$ cat config.mk
export PLATFORM = sky130hd
export DESIGN_NAME = avalon_ram_arbiter
export DESIGN_NICKNAME = d
export VERILOG_FILES = /design/src/rtl/avalon_arb_pkg.sv /design/src/rtl/rr_grant.sv /design/src/rtl/avalon_ram_arbiter.sv
export SDC_FILE = /design/constraint.sdc
export NUM_CORES = 1
export LEC_CHECK = 0
export ABC_AREA = 0
export CAP_MARGIN = 25
export CORE_ASPECT_RATIO = 2
export CORE_UTILIZATION = 30
export DETAILED_ROUTE_END_ITERATION = 7
export GPL_TIMING_DRIVEN = 1
export HOLD_SLACK_MARGIN = 0.08
export PLACE_DENSITY = 0.68
export SETUP_SLACK_MARGIN = 0.05
export SYNTH_ARGS = -nofsm -noshare
export SYNTH_HDL_FRONTEND = slang
export SYNTH_SLANG_ARGS = --single-unit
$ cat constraint.sdc
create_clock -name clk -period 2.2 [get_ports clk]
set_input_delay 0.44 -clock clk [delete_from_list [all_inputs] [get_ports clk]]
set_output_delay 0.44 -clock clk [all_outputs]
set_load 0.005 [all_outputs]
$ cat src/rtl/avalon_arb_pkg.sv
// avalon_arb_pkg: shared FSM state and Avalon response codes for the RAM arbiter.
package avalon_arb_pkg;

    typedef enum logic [1:0] {
        IDLE,
        ISSUE,
        CAPTURE
    } arb_state_t;

    localparam logic [1:0] RESP_OKAY     = 2'b00;
    localparam logic [1:0] RESP_RESERVED = 2'b01;
    localparam logic [1:0] RESP_SLVERR   = 2'b10;

endpackage

$ cat src/rtl/rr_grant.sv
// rr_grant: combinational round-robin picker; the first requester at or after ptr_i wins.
module rr_grant #(
    parameter int NUM_HOSTS = 2,
    parameter int IDX_W     = $clog2(NUM_HOSTS)
) (
    input  logic [NUM_HOSTS-1:0] req_i,
    input  logic [IDX_W-1:0]     ptr_i,
    output logic [NUM_HOSTS-1:0] grant_o,
    output logic [IDX_W-1:0]     idx_o,
    output logic                 any_valid_o
);

    always_comb begin
        idx_o       = '0;
        any_valid_o = |req_i;
        // Scan from the farthest slot back to ptr so the nearest requester is written last.
        for (int k = 0; k < NUM_HOSTS; k++) begin
            if (req_i[(int'(ptr_i) + NUM_HOSTS - 1 - k) % NUM_HOSTS])
                idx_o = IDX_W'((int'(ptr_i) + NUM_HOSTS - 1 - k) % NUM_HOSTS);
        end
        grant_o = any_valid_o ? NUM_HOSTS'(1) << idx_o : '0;
    end

endmodule

$ cat src/rtl/avalon_ram_arbiter.sv
// avalon_ram_arbiter: shares one 1-cycle Avalon RAM agent between NUM_HOSTS hosts, one transaction at a time.
// Define AVALON_ARB_FIXED_PRIORITY_EN for lowest-index-wins instead of round-robin.
module avalon_ram_arbiter
    import avalon_arb_pkg::*;
#(
    parameter int NUM_HOSTS = 2,
    parameter int ADDR_W    = 10,
    parameter int DATA_W    = 8
) (
    input  logic                        clk,
    input  logic                        rst,
    input  logic [NUM_HOSTS-1:0]        h_read,
    input  logic [NUM_HOSTS-1:0]        h_write,
    input  logic [NUM_HOSTS*ADDR_W-1:0] h_address,
    input  logic [NUM_HOSTS*DATA_W-1:0] h_writedata,
    output logic [NUM_HOSTS-1:0]        h_waitrequest,
    output logic [NUM_HOSTS-1:0]        h_done,
    output logic [DATA_W-1:0]           h_readdata,
    output logic [1:0]                  h_response,
    output logic                        m_read,
    output logic                        m_write,
    output logic [ADDR_W-1:0]           m_address,
    output logic [DATA_W-1:0]           m_writedata,
    input  logic [DATA_W-1:0]           m_readdata,
    input  logic [1:0]                  m_response
);

    localparam int IDX_W = $clog2(NUM_HOSTS);

    arb_state_t             state_q, state_d;
    logic [IDX_W-1:0]       ptr_q, ptr_d, g_q, g_d, idx;
    logic [NUM_HOSTS-1:0]   req, gnt, gnt_q, gnt_d, done_q, done_d;
    logic                   any_req;
    logic                   m_read_q, m_read_d, m_write_q, m_write_d;
    logic [ADDR_W-1:0]      m_address_q, m_address_d;
    logic [DATA_W-1:0]      m_writedata_q, m_writedata_d, rdata_q, rdata_d;
    logic [1:0]             resp_q, resp_d;

    assign req = h_read | h_write;

    rr_grant #(.NUM_HOSTS(NUM_HOSTS), .IDX_W(IDX_W)) u_rr_grant (
        .req_i       (req),
        .ptr_i       (ptr_q),
        .grant_o     (gnt),
        .idx_o       (idx),
        .any_valid_o (any_req)
    );

    always_comb begin
        state_d       = state_q;
        ptr_d         = ptr_q;
        g_d           = g_q;
        gnt_d         = gnt_q;
        m_read_d      = m_read_q;
        m_write_d     = m_write_q;
        m_address_d   = m_address_q;
        m_writedata_d = m_writedata_q;
        rdata_d       = rdata_q;
        resp_d        = resp_q;
        done_d        = '0;
        case (state_q)
            IDLE: begin
                // Skipping the done cycle keeps a just-completed host from being re-granted on a stale request.
                if (any_req && done_q == '0) begin
                    state_d       = ISSUE;
                    g_d           = idx;
                    gnt_d         = gnt;
                    m_read_d      = h_read[idx];
                    m_write_d     = h_write[idx];
                    m_address_d   = h_address[idx*ADDR_W +: ADDR_W];
                    m_writedata_d = h_writedata[idx*DATA_W +: DATA_W];
                end
            end
            ISSUE: begin
                state_d   = CAPTURE;
                m_read_d  = 1'b0;
                m_write_d = 1'b0;
            end
            CAPTURE: begin
                state_d = IDLE;
                rdata_d = m_readdata;
                resp_d  = m_response;
                done_d  = gnt_q;
`ifdef AVALON_ARB_FIXED_PRIORITY_EN
                ptr_d   = '0;
`else
                ptr_d   = (g_q == IDX_W'(NUM_HOSTS - 1)) ? '0 : g_q + 1'b1;
`endif
            end
            default: state_d = IDLE;
        endcase
    end

    always_ff @(posedge clk) begin
        if (rst) begin
            state_q       <= IDLE;
            ptr_q         <= '0;
            g_q           <= '0;
            gnt_q         <= '0;
            m_read_q      <= 1'b0;
            m_write_q     <= 1'b0;
            m_address_q   <= '0;
            m_writedata_q <= '0;
            rdata_q       <= '0;
            resp_q        <= RESP_RESERVED;
            done_q        <= '0;
        end else begin
            state_q       <= state_d;
            ptr_q         <= ptr_d;
            g_q           <= g_d;
            gnt_q         <= gnt_d;
            m_read_q      <= m_read_d;
            m_write_q     <= m_write_d;
            m_address_q   <= m_address_d;
            m_writedata_q <= m_writedata_d;
            rdata_q       <= rdata_d;
            resp_q        <= resp_d;
            done_q        <= done_d;
        end
    end

    assign h_waitrequest = req & ~done_q;
    assign h_done        = done_q;
    assign h_readdata    = rdata_q;
    assign h_response    = resp_q;
    assign m_read        = m_read_q;
    assign m_write       = m_write_q;
    assign m_address     = m_address_q;
    assign m_writedata   = m_writedata_q;

endmodule

==> run_results.csv <==
group,metric,value,unit
run_status,outcome,"finished, final reports clean",
place,detailedPlace.worstSlack,119.7,ps
power,power_density,653.6,nW/um2
power,internal_power,1.288,mW
global_route,grt_max_degree,20,
synth,yosys-top-cells-area,"dfxtp_1 (45%), a311oi_1 (9.3%), a21oi_1 (9.2%)",
routing,detailed_router_iteration_count_before_antenna_repair,4,
sta,finalCriticalPeriod,2066,ps
layout,final_net_count,339,
synth,syn-num-nets,250,
global_route,antenna_found_initial,0,
routing,route.detailed.vias_per_inst,5.341,
sta,fin_skew,6.738,ps
setup_path,worstSetupPathType,"in2out",
die,top_level_ports,86,
routing,detailroute.via_count,1848,
layout,total_area_of_sequential_cells,760.7,um2
routing,drtIter0Drc,62,
die,num_rows,38,
layout,fill_cells,552,
setup_path,cpLargestDelayFamily,"buffers and inverters",
power,power_frac_comb,28.2,%
power,power.leakage,0.9808,nW
setup_path,startpoint_type_of_the_worst_setup_path,"input pin",
power,net-switching-power,0.4859,mW
sta,count_of_final_setup_violators,0,
die,core_region_area,5420,um2
clock_network,clock_tree.root_cell,"clkbuf_8",
clock_network,cts.htree.levels,2,
routing,post-route-drc-count,0,
routing,postRouteAntennaNets,0,
sta,setup_total_negative_slack,0,ps
synth,syn_area,1688,um2
die,die-width,55.04,um
sta,worst_pin_slew,548.6,ps
layout,multi_input_comb_area,835.8,um2
sta,grt_setup_unrepaired,"false",
setup_path,cp_num_buf_inv,2,
global_route,first_global_vias,1729,
place,port_buffers,85,
synth,post_synth.cell_area_avg,8.525,um2
clock_network,cts_hold_repair.buffers,0,
clock_network,clock-sinks,38,
setup_path,crit_path_max_fanout,3,
setup_path,worst-endpoint-required,1760,ps
synth,post_synthesis_cell_count,198,
setup_path,max_stage_delay,520,ps
synth,synth_largest_area_cell,"dfxtp_1",
routing,finalWirelength,5421,um
clock_network,insertion_delay,290,ps
sta,finalHoldViolCount,0,
global_route,grt_remaining_overflow,0,
die,starting_density_of_the_core,31.14,%
setup_path,r2r_setup_slack,530,ps
clock_network,cts_tree,"yes",
layout,layout-area-overhead-vs-synth,60.79,%
synth,count_of_yosys_warnings_during_synthesis,0,
place,dp_hpwl,3870,um
layout,drive_above_1_share,9.441,%
synth,synth_top_flop_cell,"dfxtp_1",
power,p_seq_share,45.1,%
clock_network,cts.repair_timing.setup_buffer_count,0,
clock_network,max-clock-path-buffers,2,
clock_network,cts.repair.resized,0,
sta,clock.fmax,484.1,MHz
setup_path,worstSetupEndpointType,"primary output",
synth,yosysSeqAreaShare,45.07,%
sta,finalWorstSetupSlack,134.4,ps
hold_path,min_path_type,"reg2reg",
setup_path,cp_cell_sequence,"clkdlybuf4s50_1, nor2_1, nor2_1, clkdlybuf4s50_1",
power,swShare,27.40,%
die,die_area,5948,um2
synth,post-synth-top-area-fraction,45.07,%
synth,netlist-cell-type-count,27,
die,die_h,108.1,um
place,place.gp.congestion,0.7755,
power,worst_ir_drop_vdd,0.3631,mV
power,power.clock.fraction,26.7,%
global_route,total_routing_usage_reported_by_global_routing,18.75,%
clock_network,clk_pin_slew,70,ps
flow_run,max-cap-violations,0,
synth,ys_async_sr_fraction,0,%
sta,fin_crit_sh,93.89,%
setup_path,cp.arrival,1630,ps
routing,detail_route.wl_per_cell,15.67,um
synth,synth_enable_flop_cells,0,
setup_path,crit_slowest_cell,"clkdlybuf4s50_1",
synth,ys_ff_latch,38,
layout,n_antenna_cell,0,
global_route,first_pass_grt_wire_length,8155,um
sta,timing.slew.headroom,63.31,%
sta,timing_max_transition_violations_final,0,
power,power_consumption,1.774,mW
clock_network,cts_buffers,5,
==> worst register-to-register path, delay by kind of cell, from the launching register on <==
family           cells  cell delay [ps]
AND/OR/NAND/NOR      2             1040
flip-flops           1              350
AO/OA/AOI/OAI        1              150
==> synthesized netlist by cell type, types with 2 or more instances <==
cell type,number
dfxtp_1,38
a21oi_1,31
nand2_1,23
nand3_1,20
o21ai_0,20
a311oi_1,18
clkbuf_1,8
nor2_1,7
buf_2,6
nand2b_1,4
buf_6,3
and3_1,2
o2111ai_1,2
o41ai_1,2
or4_1,2
==> power groups by stage <==
stage               combinational [mW]  clock (mW)  sequential [mW]
detailed placement               0.500           0            0.815
global placement                 0.496           0            0.813
floorplan                        0.210           0            0.816
global route                     0.541       0.499            0.808
CTS                              0.501       0.479            0.800
finish                           0.500       0.474            0.800
==> cell families (layout without fill, tap and decap cells) <==
| family | after synthesis | in the layout | synth area share, % |
|---|---|---|---|
| AND/OR/NAND/NOR | 65 | 65 | 20.24 |
| buffers and inverters | 18 | 106 | 5.782 |
| AO/OA/AOI/OAI | 77 | 77 | 28.91 |
| flip-flops | 38 | 38 | 45.07 |
==> final cells by class <==
class / count / area share (%)
clock buffers: 6 / 3.043
inverters: 1 / 0.1383
multi-input cells: 142 / 30.80
flip-flops and latches: 38 / 28.03
well taps: 60 / 2.766
repair buffers: 99 / 35.22
==> flip-flops by register name, summed over array words and instances (netlist names) <==
name	flops
h_done	2
ptr_q	1
h_response	2
gnt_q	2
state_q	2
m_address	10
g_q	1
m_read	1
m_write	1
m_writedata	8
h_readdata	8
==> placed cells by master, fill, tap and decap left out <==
cell | synthesis | routed
clkdlybuf4s50_1 | 0 | 85
buf_4 | 0 | 14
o21bai_2 | 1 | 1
inv_1 | 1 | 1
or2b_1 | 1 | 1
and3_1 | 2 | 2
nand2_1 | 23 | 23
dfxtp_1 | 38 | 38
nor2_8 | 1 | 1
o211a_1 | 1 | 1
nor2b_1 | 1 | 1
a21oi_2 | 1 | 1
nand3_1 | 20 | 20
o41ai_1 | 2 | 2
nor2_1 | 7 | 7
and3b_1 | 1 | 1
nor4_2 | 0 | 1
clkbuf_8 | 0 | 6
o21ai_0 | 20 | 20
nand2b_1 | 4 | 4
nor4_4 | 1 | 1
or4_1 | 2 | 2
a21oi_1 | 31 | 31
a311oi_1 | 18 | 18
o21ba_2 | 1 | 1
o2111ai_1 | 2 | 2
or2_2 | 1 | 1
==> layer usage <==
metal	up-vias	part of all wire (%)	wire length (um)	GRT usage (%)
met4	0	1.6	85	6.786
met3	6	6.3	341	2.672
met5	-	0	0	0
li1	910	-	-	-
met2	71	54	2929	32.96
met1	861	38	2064	21.71
==> through the flow <==
stage               area (um2)  std cells  hold WS [ps]  util [%]
floorplan                 1688        198         445.9         -
global placement          2631        340         443.0     48.55
detailed placement        2631        340         449.0     48.55
CTS                       2714        346         458.5     50.07
global route              2714        346         479.3     50.07
finish                    2714        346         457.6     50.07
==> path summary, 6_finish.rpt <==
| kind | cells after the start | to | from |
|---|---|---|---|
| setup / recovery | 4 | h_waitrequest[1] | h_write[1] |
| hold / removal | 2 | h_readdata[0] | h_readdata[0] |
| setup reg to reg | 3 | m_address[7] | state_q[1] |
| hold reg to reg | 2 | h_readdata[0] | h_readdata[0] |
No activity file was read; power rests on OpenSTA's default activity.
==> patch, RTL diff (same flow settings) <==
The 3 states of `arb_state_t` get a one-hot encoding in 3 bits.
--- a/src/rtl/avalon_arb_pkg.sv
+++ b/src/rtl/avalon_arb_pkg.sv
@@ -3,6 +3,6 @@
 
-    typedef enum logic [1:0] {
-        IDLE,
-        ISSUE,
-        CAPTURE
+    typedef enum logic [2:0] {
+        IDLE    = 3'b001,
+        ISSUE   = 3'b010,
+        CAPTURE = 3'b100
     } arb_state_t;
Behaviour: no difference found for any inputs over 10 cycles, from zero or initial values and one cycle with rst high; not proved beyond that.
==> patch against the original RTL <==
- first-iteration DRC count shrank 60%
- total power down 0.97%
- combinational power fell by 3%
- global-route usage fell by 0.67 points
- non-clock buffer count is 5 lower
- sequential cell count rose by 1
- design area is 4.1% lower
- wire length shrank 14%
- critical endpoint unchanged
- sequential share of layout area up 2.0 points
- area after synthesis down 6.0%
- highest routed layer unchanged
- worst setup slack got worse by 0.027 ns
==> patch: results (changes against the original RTL) <==
| Metric | Value |
|---|---|
| First DRT Iteration DRCs | `25 (was 62)` |
| Vias in the first global route | `1687 (was 1729)` |
| Clock Skew | `0.00342 ns (was 0.00674 ns)` |
| Largest net degree at the start of global routing | `27 (was 20)` |
| Final setup viols | `0 (unchanged)` |
| Clk sinks | `39 (was 38)` |
| Antenna violations before repair | `0 (unchanged)` |
| Post-CTS Setup Inserts | `0 (unchanged)` |
| Total track usage | `18.1% (was 18.8%)` |
| First-pass GRT wire length | `7.48 mm (was 8.16 mm)` |
| H-tree depth | `2 (unchanged)` |
| Worst-path clk slew | `0.07 ns (about the same)` |
| Top post-synthesis cells by area | `dfxtp_1 49%, a221oi_1 9.9%, o22ai_1 7.5%, nand2_1 5.4%, a21oi_1 4.7% (was dfxtp_1 45%, a311oi_1 9.3%, a21oi_1 9.2%, nand3_1 5.9%, o21ai_0 5.9%)` |
| Clock insertion delay at the later pin of the skew report | `0.29 ns (about the same)` |
| CP max-delay cell | `clkdlybuf4s50_1 (unchanged)` |
| DRT Pass-1 Iters | `4 (unchanged)` |
| Max FFs per register | `10 (unchanged)` |
| Cts bufs inserted | `5 (unchanged)` |
| Root buf cell | `clkbuf_8 (unchanged)` |
| Vias per cell | `5.02 (was 5.34)` |
| Port Buffers | `85 (unchanged)` |
| Clk buf depth | `2 (unchanged)` |
| Hold WC Path Type | `register to register (unchanged)` |
| Cell variety after synth | `29 (was 27)` |
| Pre-CTS WS | `-0.0639 ns (was 0.120 ns)` |
| Placed insts | `320 (was 340)` |
| Antenna fix cells | `0 (unchanged)` |
| Synth Instances | `181 (was 198)` |
| Leak | `0.959 nW (was 0.981 nW)` |
| Layout Cells excl Fill | `326 (was 346)` |
| Hpwl dp | `3.41 mm (was 3.87 mm)` |
| CP peak stage delay | `0.54 ns (was 0.52 ns)` |
| Primary FF master, synth | `dfxtp_1 (unchanged)` |
| WL/cell | `14.3 µm (was 15.7 µm)` |
| CP delay by family, top | `buffers and inverters (unchanged)` |
| P_sw | `0.470 mW (was 0.486 mW)` |
| Commonest cells in the netlist | `39 x dfxtp_1, 23 x nand2_1, 19 x inv_1, 19 x o22ai_1, 18 x a221oi_1 (was 38 x dfxtp_1, 31 x a21oi_1, 23 x nand2_1)` |
| CP max FO | `4 (was 3)` |
| Status | `finished, final reports clean (unchanged)` |
| Synth warn | `0 (unchanged)` |
| Peak supply drop | `0.000429 V (was 0.000363 V)` |
| Filler cells | `508 (was 552)` |
| Slew Limit Headroom | `50.8% (was 63.3%)` |
| GP Congestion | `0.847 (was 0.776)` |
| Mapped Nets | `233 (was 250)` |
| Layout cells sized above 1 | `8.21% (was 9.44%)` |
| Sequential element share of the synthesized area | `49.2% (was 45.1%)` |
| FFs w/ async S/R, synth | `0% (unchanged)` |
| Crit path DAT | `1.65 ns (was 1.63 ns)` |
| Detail Route Antenna Nets | `0 (unchanged)` |
| Post_cts resized | `0 (unchanged)` |
==> patch: cell types whose count changed in the layout (fill, tap and decap cells not counted), sizes merged, moves of 3 or more <==
cell / delta
a221oi: +18
inv: +18
nand3: -17
nor3b: +3
a311oi: -18
a21oi: -17
o21ai: -18
nand2b: -3
o22ai: +19
nor2: +4
buf: -5
==> patch: worst min-delay path, stage by stage (launching register included) <==
cell and delay, ns:
dfxtp_1 0.31, nand2_1 0.05, a21oi_1 0.05
==> patch: final cells by class <==
cell class | instances | share of cell area [%]
clock buffers | 6 | 2.79
inverters | 19 | 2.74
multi-input cells | 110 | 25.8
flip-flops and latches | 39 | 30.0
well taps | 58 | 2.79
repair buffers | 94 | 35.9
==> patch: power groups by stage <==
stage,combinational [mW],sequential [mW],clock (mW)
final,0.486,0.831,0.440
after global routing,0.537,0.842,0.478
after CTS,0.492,0.831,0.457
after detailed placement,0.489,0.847,0
after global placement,0.484,0.844,0
after floorplan,0.208,0.850,0
==> patch: final timing paths <==
| path | slack, ns | start | cells past startpoint | to |
|---|---|---|---|---|
| min reg2reg | 0.46 | h_readdata[2] | 2 | h_readdata[2] |
| max | 0.11 | h_write[1] | 4 | h_waitrequest[1] |
| min | 0.46 | h_readdata[2] | 2 | h_readdata[2] |
| max reg2reg | 0.60 | h_done[0] | 3 | m_read |
==> patch: cells by family (layout without fill, tap and decap cells) <==
logic type | Yosys count | in the layout | synth area share, %
flops | 39 | 39 | 49.2
simple gates | 53 | 53 | 17.3
compound gates | 57 | 57 | 24.6
buf+inv | 32 | 119 | 8.83
==> patch: through the flow <==
step | setup TNS (ns) | power (mW) | cell area (µm²)
floorplan | 0 | 1.06 | 1590
global placement | -0.0820 | 1.33 | 2530
detailed placement | -0.586 | 1.34 | 2530
CTS | 0 | 1.78 | 2600
global route | 0 | 1.86 | 2600
finish | 0 | 1.76 | 2600
==> patch: metal layers <==
| layer | vias to the layer above | share of wire, % | track usage (%) |
|---|---|---|---|
| li1 | 822 | - | - |
| met1 | 738 | 36 | 17.9 |
| met2 | 69 | 55 | 33.1 |
| met3 | 8 | 6.7 | 4.22 |
| met4 | 0 | 2.3 | 7.71 |
| met5 | - | 0 | 0 |
